==> config.mk <==
export PLATFORM = sky130hd
export DESIGN_NAME = freq_meas_ctrl
export DESIGN_NICKNAME = d
export VERILOG_FILES = /design/src/rtl/freq_meas_ctrl.sv
export SDC_FILE = /design/constraint.sdc
export NUM_CORES = 1
export LEC_CHECK = 0
export CAP_MARGIN = 0
export CORE_MARGIN = 2
export CORE_UTILIZATION = 45
export CTS_CLUSTER_DIAMETER = 30
export DETAILED_ROUTE_END_ITERATION = 10
export GPL_ROUTABILITY_DRIVEN = 0
export GPL_TIMING_DRIVEN = 0
export PLACE_DENSITY = 0.67
export SLEW_MARGIN = 0
export SYNTH_ARGS = -nofsm -noshare
export SYNTH_HDL_FRONTEND = slang
export SYNTH_SLANG_ARGS = --single-unit
==> constraint.sdc <==
create_clock -name clk -period 2.5 [get_ports clk]
set_clock_uncertainty 0.2 [all_clocks]
set_input_delay 0.375 -clock clk [delete_from_list [all_inputs] [get_ports clk]]
set_output_delay 0.375 -clock clk [all_outputs]
set_load 0.01 [all_outputs]
==> src/rtl/freq_meas_ctrl.sv <==
// Frequency measurement sequencer: picks the prescaler ratio, resets the divider chain,
// counts divided-signal edges over a fixed gate window and publishes the count.
// Optional auto-ranging retries one range up on overflow, and selects one range down for
// the next run when the count is below a quarter of full scale.
module freq_meas_ctrl #(
  parameter int unsigned GATE_CYCLES   = 1000,
  parameter int unsigned CNT_W         = 16,
  parameter int unsigned SETTLE_CYCLES = 4
) (
  input  logic             clk,
  input  logic             rst,
  input  logic             start,
  input  logic             abort,
  input  logic             cont,
  input  logic             auto_range,
  input  logic [1:0]       man_sel,
  input  logic             sig_div,
  output logic [1:0]       div_sel,
  output logic             div_rst,
  output logic             busy,
  output logic [CNT_W-1:0] result,
  output logic [1:0]       result_sel,
  output logic             result_ovf,
  output logic             result_valid
);

  localparam int unsigned TmrMax = (GATE_CYCLES > SETTLE_CYCLES) ? GATE_CYCLES : SETTLE_CYCLES;
  localparam int unsigned TmrW   = $clog2(TmrMax + 1);
  localparam logic [TmrW-1:0] SettleLast = TmrW'(SETTLE_CYCLES - 1);
  localparam logic [TmrW-1:0] GateLast   = TmrW'(GATE_CYCLES - 1);

  typedef enum logic [1:0] {StIdle, StSettle, StGate, StLatch} state_e;

  state_e           state_q, state_d;
  logic [TmrW-1:0]  timer_q, timer_d;
  logic [1:0]       div_sel_q, div_sel_d;
  logic             div_rst_q;
  logic [CNT_W-1:0] count_q;
  logic             ovf_q;
  logic [1:0]       sync_q;
  logic             sig_prev_q;
  logic             sig_edge;
  logic             enter_settle;
  logic             publish;
  logic             retry;
  logic             under_range;
  logic [CNT_W-1:0] result_q;
  logic [1:0]       result_sel_q;
  logic             result_ovf_q;
  logic             result_valid_q;

  assign sig_edge    = sync_q[1] & ~sig_prev_q;
  // Count below 2^(CNT_W-2) means the top two bits are clear.
  assign under_range = (count_q[CNT_W-1 -: 2] == 2'b00);

  // Next-state decode; abort overrides every other transition.
  always_comb begin
    state_d      = state_q;
    enter_settle = 1'b0;
    publish      = 1'b0;
    retry        = 1'b0;
    case (state_q)
      StIdle:   if (start) enter_settle = 1'b1;
      StSettle: if (timer_q == SettleLast) state_d = StGate;
      StGate:   if (timer_q == GateLast) state_d = StLatch;
      StLatch: begin
        if (ovf_q && auto_range && (div_sel_q != 2'd3)) begin
          retry        = 1'b1;
          enter_settle = 1'b1;
        end else begin
          publish = 1'b1;
          if (cont) enter_settle = 1'b1;
          else      state_d      = StIdle;
        end
      end
      default:  state_d = StIdle;
    endcase
    if (enter_settle) state_d = StSettle;
    if (abort) begin
      state_d      = StIdle;
      enter_settle = 1'b0;
      publish      = 1'b0;
      retry        = 1'b0;
    end
  end

  // Phase timer restarts on every state change and idles at zero.
  always_comb begin
    timer_d = timer_q + TmrW'(1);
    if ((state_q == StIdle) || (state_d != state_q)) timer_d = '0;
  end

  // Range selection: step up on retry, load manual on entry, step down after a weak result.
  always_comb begin
    div_sel_d = div_sel_q;
    if (retry) begin
      div_sel_d = div_sel_q + 2'd1;
    end else if (enter_settle && !auto_range) begin
      div_sel_d = man_sel;
    end else if (publish && auto_range && (div_sel_q != 2'd0) && under_range) begin
      div_sel_d = div_sel_q - 2'd1;
    end
  end

  // FSM, timer, range and divider-reset registers.
  always_ff @(posedge clk or posedge rst) begin
    if (rst) begin
      state_q   <= StIdle;
      timer_q   <= '0;
      div_sel_q <= 2'd0;
      div_rst_q <= 1'b0;
    end else begin
      state_q   <= state_d;
      timer_q   <= timer_d;
      div_sel_q <= div_sel_d;
      div_rst_q <= enter_settle;
    end
  end

  // Two-flop synchroniser plus edge-detect history for the asynchronous divided signal.
  always_ff @(posedge clk or posedge rst) begin
    if (rst) begin
      sync_q     <= 2'b00;
      sig_prev_q <= 1'b0;
    end else begin
      sync_q     <= {sync_q[0], sig_div};
      sig_prev_q <= sync_q[1];
    end
  end

  // Saturating edge counter, live only during the gate window.
  always_ff @(posedge clk or posedge rst) begin
    if (rst) begin
      count_q <= '0;
      ovf_q   <= 1'b0;
    end else if (enter_settle) begin
      count_q <= '0;
      ovf_q   <= 1'b0;
    end else if ((state_q == StGate) && sig_edge) begin
      if (count_q == '1) ovf_q   <= 1'b1;
      else               count_q <= count_q + CNT_W'(1);
    end
  end

  // Published result registers and their strobe.
  always_ff @(posedge clk or posedge rst) begin
    if (rst) begin
      result_q       <= '0;
      result_sel_q   <= 2'd0;
      result_ovf_q   <= 1'b0;
      result_valid_q <= 1'b0;
    end else begin
      result_valid_q <= publish;
      if (publish) begin
        result_q     <= count_q;
        result_sel_q <= div_sel_q;
        result_ovf_q <= ovf_q;
      end
    end
  end

  assign div_sel      = div_sel_q;
  assign div_rst      = div_rst_q;
  assign busy         = (state_q != StIdle);
  assign result       = result_q;
  assign result_sel   = result_sel_q;
  assign result_ovf   = result_ovf_q;
  assign result_valid = result_valid_q;

endmodule
## Word level (Yosys, flattened, before mapping)

Index checks and enable logic that the tools add are counted.

- Eq/ne operators: 9
- Reductions and logical operators: 18
- Bitwise logic cells: 2
- Add/subtract/negate cells: 4
- Muxes and demuxes: 28

Operators by type and width:

| kind | number |
|---|---|
| 2-to-1 mux 16 bit | 3 |
| 2-to-1 mux 2 bit | 9 |
| adder 16 x 1 -> 16 bit, second input constant | 1 |
| equality test 16 bit, second input constant | 1 |
| 2-to-1 mux 1 bit | 13 |
| adder 10 x 1 -> 10 bit, second input constant | 1 |
| equality test 10 bit, second input constant | 1 |
| equality test 10 x 2 -> 1 bit, second input constant | 1 |
| 2-to-1 mux 10 bit | 1 |
| nonzero test 2 bit | 4 |
| logical AND 1 bit | 7 |
| one-hot mux 2 bit (3 select lines) | 1 |
| equality test 2 bit, second input constant | 2 |
| logical NOT 2 bit | 2 |
| inequality test 2 bit, second input constant | 2 |
| AND reduction 2 bit | 2 |
| nonzero test 3 bit | 1 |
| adder 2 x 1 -> 2 bit, second input constant | 1 |
| equality test 2 x 1 -> 1 bit, second input constant | 1 |
| inequality test 2 bit | 1 |
| one-hot mux 1 bit (2 select lines) | 1 |
| subtractor 2 x 1 -> 2 bit, second input constant | 1 |
| bitwise AND 1 bit | 1 |
| logical NOT 1 bit | 1 |
| 2 further kinds | 2 |

- Word-level logic and storage cells: 73
- Bits in registers: 55
- Input bits: 9
- Output and inout port bits: 24

## Longest topological paths before layout

- Word-level depth: 11
- Mapped depth: 8
- Mapped depth without buffers: 8

## Worst setup path before layout

Ideal clock, no wire load.

- Path kind: register to register
- From: reg state_q[0]
- To: reg timer_q[2]
- Path buffers: 0
- Stages on the path, launching flop included: 8
- Clock period less this slack: 2,241 ps
- Data arrival time: 1,894 ps
- Setup time: 147 ps
- Setup slack: 259 ps
- Required time: 2,153 ps
- Path through: dfrtp_1 > inv_1 > ha_1 > and4b_1 > a41o_1 > o41ai_4 > o2bb2ai_4 > nor4_2

- Longest elaborated chain between the ends: 8
- Elaborated cells on any way between the ends: 15
- Those cells by class: eq/ne (4); mux (9); reduce/logical (2)

Ends and longest elaborated chain:

| what | RTL line | text |
|---|---|---|
| start, declared | 34 | `state_e state_q, state_d;` |
| start signal, assigned | 108 | `state_q <= StIdle;` |
| start signal, assigned | 113 | `state_q <= state_d;` |
| 2-to-1 mux 2 bit | 72 | `if (cont) enter_settle = 1'b1;` |
| 2-to-1 mux 2 bit | 67 | `if (ovf_q && auto_range && (div_sel_q != 2'd3)) begin` |
| one-hot mux 2 bit (3 select lines) | 62 | `case (state_q)` |
| 2-to-1 mux 2 bit | 78 | `if (enter_settle) state_d = StSettle;` |
| 2-to-1 mux 2 bit | 79 | `if (abort) begin` |
| inequality test 2 bit | 90 | `if ((state_q == StIdle) \|\| (state_d != state_q)) timer_d = '0;` |
| logical OR 1 bit * | 90 |  |
| 2-to-1 mux 10 bit * | 90 |  |
| via timer_d[2] | 35 | `logic [TmrW-1:0] timer_q, timer_d;` |
| end signal, assigned | 114 | `timer_q <= timer_d;` |
| end, declared | 35 |  |

Mark *: on every way through the listed nets, which the timed path passes. The rest lies on a longest branch.
A chain may end at the register's enable or synchronous reset.

## Worst setup path in the final report

- From: reg state_q[0]
- To: out busy

- Longest elaborated chain between the ends: 1

Ends and longest elaborated chain:

| what | RTL line | text |
|---|---|---|
| nonzero test 2 bit | 164 | `assign busy = (state_q != StIdle);` |
| end, declared | 20 | `output logic busy,` |

No other way between the ends.

==> impl_metrics.env <==
export IMPL_synth_seq_area_share=0.4839
export IMPL_fin_util=0.5723
export IMPL_wl_per_cell_um=15.27
export IMPL_synth_area_um2=2844
export IMPL_critical_path_class="flop to primary output"
export IMPL_synth_cells=250
export IMPL_grt_overflow_total=0
export IMPL_p_int_w=0.001260
export IMPL_grt_pass1_vias=2015
export IMPL_synth_nets=268
export IMPL_p_sw_frac=0.2647
export IMPL_diodes=0
export IMPL_postRouteWirelength_um=5619
export IMPL_final_setup_viol_count=0
export IMPL_fp_dieW_um=83.50
export IMPL_crit_slowest_cell="dfrtp_2"
export IMPL_drive_gt1_frac=0.2287
export IMPL_p_comb_frac=0.166
export IMPL_max_freq_mhz=419.1
export IMPL_critPathCaptureType="primary output"
export IMPL_seqPwrFrac=0.549
export IMPL_max_stage_delay_ps=490
export IMPL_drv_cap=0
export IMPL_die_y_um=83.50
export IMPL_core_area_um2=6026
export IMPL_grt_pass1_wl_um=9791
export IMPL_layout_nets=311
export IMPL_num_vias=2044
export IMPL_antenna_found_initial=0
export IMPL_p_switching_w=0.0004538
export IMPL_power_density_nw_per_um2=497.1
export IMPL_synth_cell_types=51
export IMPL_relSlewSlack=0.6087
export IMPL_insertion_delay_ps=300
export IMPL_num_io_pins=33
export IMPL_num_rows=28
export IMPL_hpwl_um=3958
export IMPL_syn_area_per_cell_um2=11.38
export IMPL_grt_max_degree=43
export IMPL_crit_chain="inv_2 -> ha_4 -> buf_6 -> inv_1 -> clkdlybuf4s50_1"
export IMPL_yosys_warnings=0
export IMPL_area_delta_synth_final_pct=21.25
export IMPL_drt_first_pass_iters=4
export IMPL_clock_sinks=55
export IMPL_arrival_ps=1810
export IMPL_drc=0
export IMPL_n_fill_cell=513
export IMPL_drtAntennaViolNets=0
export IMPL_worstPathMaxFanout=10
export IMPL_io_buffers=32
export IMPL_drt_iter0_drc=92
export IMPL_period_share=0.9544
export IMPL_placedInstanceArea_um2=3278
export IMPL_synth_seq_cells=55
export IMPL_status="completed"
export IMPL_cts_root_buf="clkbuf_8"
export IMPL_peakVddDrop_v=0.0003136
export IMPL_min_period_ps=2386
export IMPL_hp_class="primary input to asynchronous set/reset pin"
export IMPL_cts_tree="done"
export IMPL_p_total_w=0.001714
export IMPL_grt_usage=0.1701
export IMPL_worst_slew_pin_transition_ps=584.9
export IMPL_numCtsBuffers=5
export IMPL_start_util=0.4720
export IMPL_clockBufferDepth=2
export IMPL_die_area_um2=6972
export IMPL_finalHoldViolCount=0
export IMPL_clk_pin_slew_ps=90
export IMPL_p_clk_frac=0.285
export IMPL_required_ps=1920
export IMPL_hold_buffers=0
export IMPL_rsz0062_at_grt="false"
export IMPL_htree_levels=2
export IMPL_vias_per_cell=5.554
export IMPL_drv_slew=0
export IMPL_leakagePower_nw=1.488
export IMPL_design_area_um2=3448
export IMPL_critPathLaunchType="flop"
power by group through the flow:
stage / registers (W) / clock network [W] / logic (W)
2_1_floorplan: 0.000961 / 0 / 0.000159
3_3_place_gp: 0.000958 / 0 / 0.000253
3_5_place_dp: 0.000958 / 0 / 0.000264
4_1_cts: 0.000941 / 0.000513 / 0.000270
5_1_grt: 0.000945 / 0.000546 / 0.000313
6_report: 0.000942 / 0.000488 / 0.000284
cell usage after synthesis, drive strengths merged:
cell type / number / share of area
and4b: 1 / 0.0035
a41oi: 1 / 0.0031
a21oi: 10 / 0.018
nor3: 4 / 0.0088
or2: 1 / 0.0022
a211oi: 4 / 0.015
nand2b: 1 / 0.0022
xor2: 6 / 0.018
nor2: 21 / 0.028
o211a: 1 / 0.0035
o41ai: 2 / 0.013
o31ai: 2 / 0.0053
o2bb2ai: 1 / 0.0097
xnor2: 16 / 0.049
and4: 3 / 0.0092
nor3b: 1 / 0.0026
nor4: 14 / 0.055
nor2b: 2 / 0.0044
o41a: 1 / 0.0040
or3: 1 / 0.0022
nand3: 11 / 0.019
nand4: 6 / 0.018
and3b: 1 / 0.0031
inv: 11 / 0.015
nor4b: 3 / 0.014
clkbuf: 1 / 0.0013
a41o: 1 / 0.0035
nand4b: 1 / 0.0031
and2: 2 / 0.0044
buf: 8 / 0.016
dfrtp: 55 / 0.48
mux2: 17 / 0.067
o21ai: 6 / 0.011
ha: 9 / 0.040
mux2i: 1 / 0.0035
a31oi: 5 / 0.011
nand2: 15 / 0.021
nand3b: 2 / 0.0066
o22ai: 1 / 0.0022
clkinv: 1 / 0.0018
worst max-delay path, delay by kind of cell (launching register included):
kind / cells / cell delay, ps
DFF: 1 / 490
buffers and inverters: 4 / 830
adders and majority gates: 1 / 190
layout make-up:
type | instances | area, um2 | area share
Buffer | 9 | 56.30 | 0.01633
Clock buffer | 6 | 82.58 | 0.02395
Clock inverter | 1 | 5.005 | 0.001451
Inverter | 12 | 47.55 | 0.01379
Multi-Input combinational cell | 175 | 1430 | 0.4147
Sequential cell | 55 | 1378 | 0.3995
Tap cell | 75 | 93.84 | 0.02721
Timing Repair Buffer | 35 | 355.3 | 0.1030
path summary, 6_finish.rpt:
check                           slack [ps]                    from  cells past startpoint                     end
worst max-delay path                   110    state_q[0]$_DFF_PP0_                      5                    busy
worst min-delay path                   130                     rst                      2  count_q[2]$_DFFE_PP0P_
worst max register to register         120  div_sel[0]$_DFFE_PP0P_                      7  div_sel[0]$_DFFE_PP0P_
worst min register to register         160     sync_q[0]$_DFF_PP0_                      0     sync_q[1]$_DFF_PP0_
max in group asynchronous             1440                     rst                      3    state_q[0]$_DFF_PP0_
min in group clk                       160     sync_q[0]$_DFF_PP0_                      0     sync_q[1]$_DFF_PP0_
routing by layer:
layer	vias up	part of all wire	global-route usage
met2	45	0.47	0.2639
met3	5	0.033	0.03561
met1	1012	0.48	0.2392
li1	982	-	-
met4	0	0.013	0.05572
met5	-	0	0
cells by family after synthesis:
| kind of cell | Yosys count | synth area share |
|---|---|---|
| AND/OR/NAND/NOR | 90 | 0.2063 |
| flip-flops | 55 | 0.4839 |
| AO/OA/AOI/OAI | 35 | 0.09811 |
| XOR/XNOR | 22 | 0.06775 |
| buffers and inverters | 21 | 0.03343 |
| multiplexers | 18 | 0.07083 |
| adder cells (fa/ha/maj) | 9 | 0.03960 |
sequential cells by signal (all words and copies together), names as in the netlist:
register,count
count_q,16
div_rst,1
div_sel,2
ovf_q,1
result,16
result_ovf,1
result_sel,2
result_valid,1
sig_prev_q,1
state_q,2
sync_q,2
timer_q,10
layout by cell type (no fill, tap or decap), types with 3 or more instances in the layout:
| cell | instances |
|---|---|
| xnor2_1 | 16 |
| and4_1 | 3 |
| clkdlybuf4s50_1 | 32 |
| nor3_1 | 3 |
| nand2_1 | 14 |
| inv_2 | 3 |
| o21ai_0 | 6 |
| inv_1 | 8 |
| a21oi_1 | 10 |
| dfrtp_1 | 54 |
| xor2_1 | 6 |
| nor2_1 | 20 |
| mux2_2 | 16 |
| buf_2 | 6 |
| a31oi_1 | 5 |
| clkbuf_8 | 6 |
| nand4_1 | 4 |
| ha_1 | 7 |
| nor4_2 | 12 |
| nand3_1 | 11 |
timing repair:
action                                  4_1_cts  5_1_grt
pin swaps                                     0        4
cloned                                        0        1
setup buffers                                 0        2
gates resized for setup                       5       10
endpoints found under the setup margin       10       24
metrics by stage:
| stage | instances | TNS (ps) | hold slack, ps | setup slack [ps] |
|---|---|---|---|---|
| 2_1_floorplan | 250 | 0 | 131.2 | 258.8 |
| 3_3_place_gp | 357 | -27110 | 136.5 | -491.4 |
| 3_5_place_dp | 358 | -211.0 | 143.5 | -120.0 |
| 4_1_cts | 365 | 0 | 142.1 | 0.7219 |
| 5_1_grt | 368 | 0 | 167.3 | 22.24 |
| 6_report | 368 | 0 | 134.7 | 114.0 |
(Power assumes the default switching activity.)
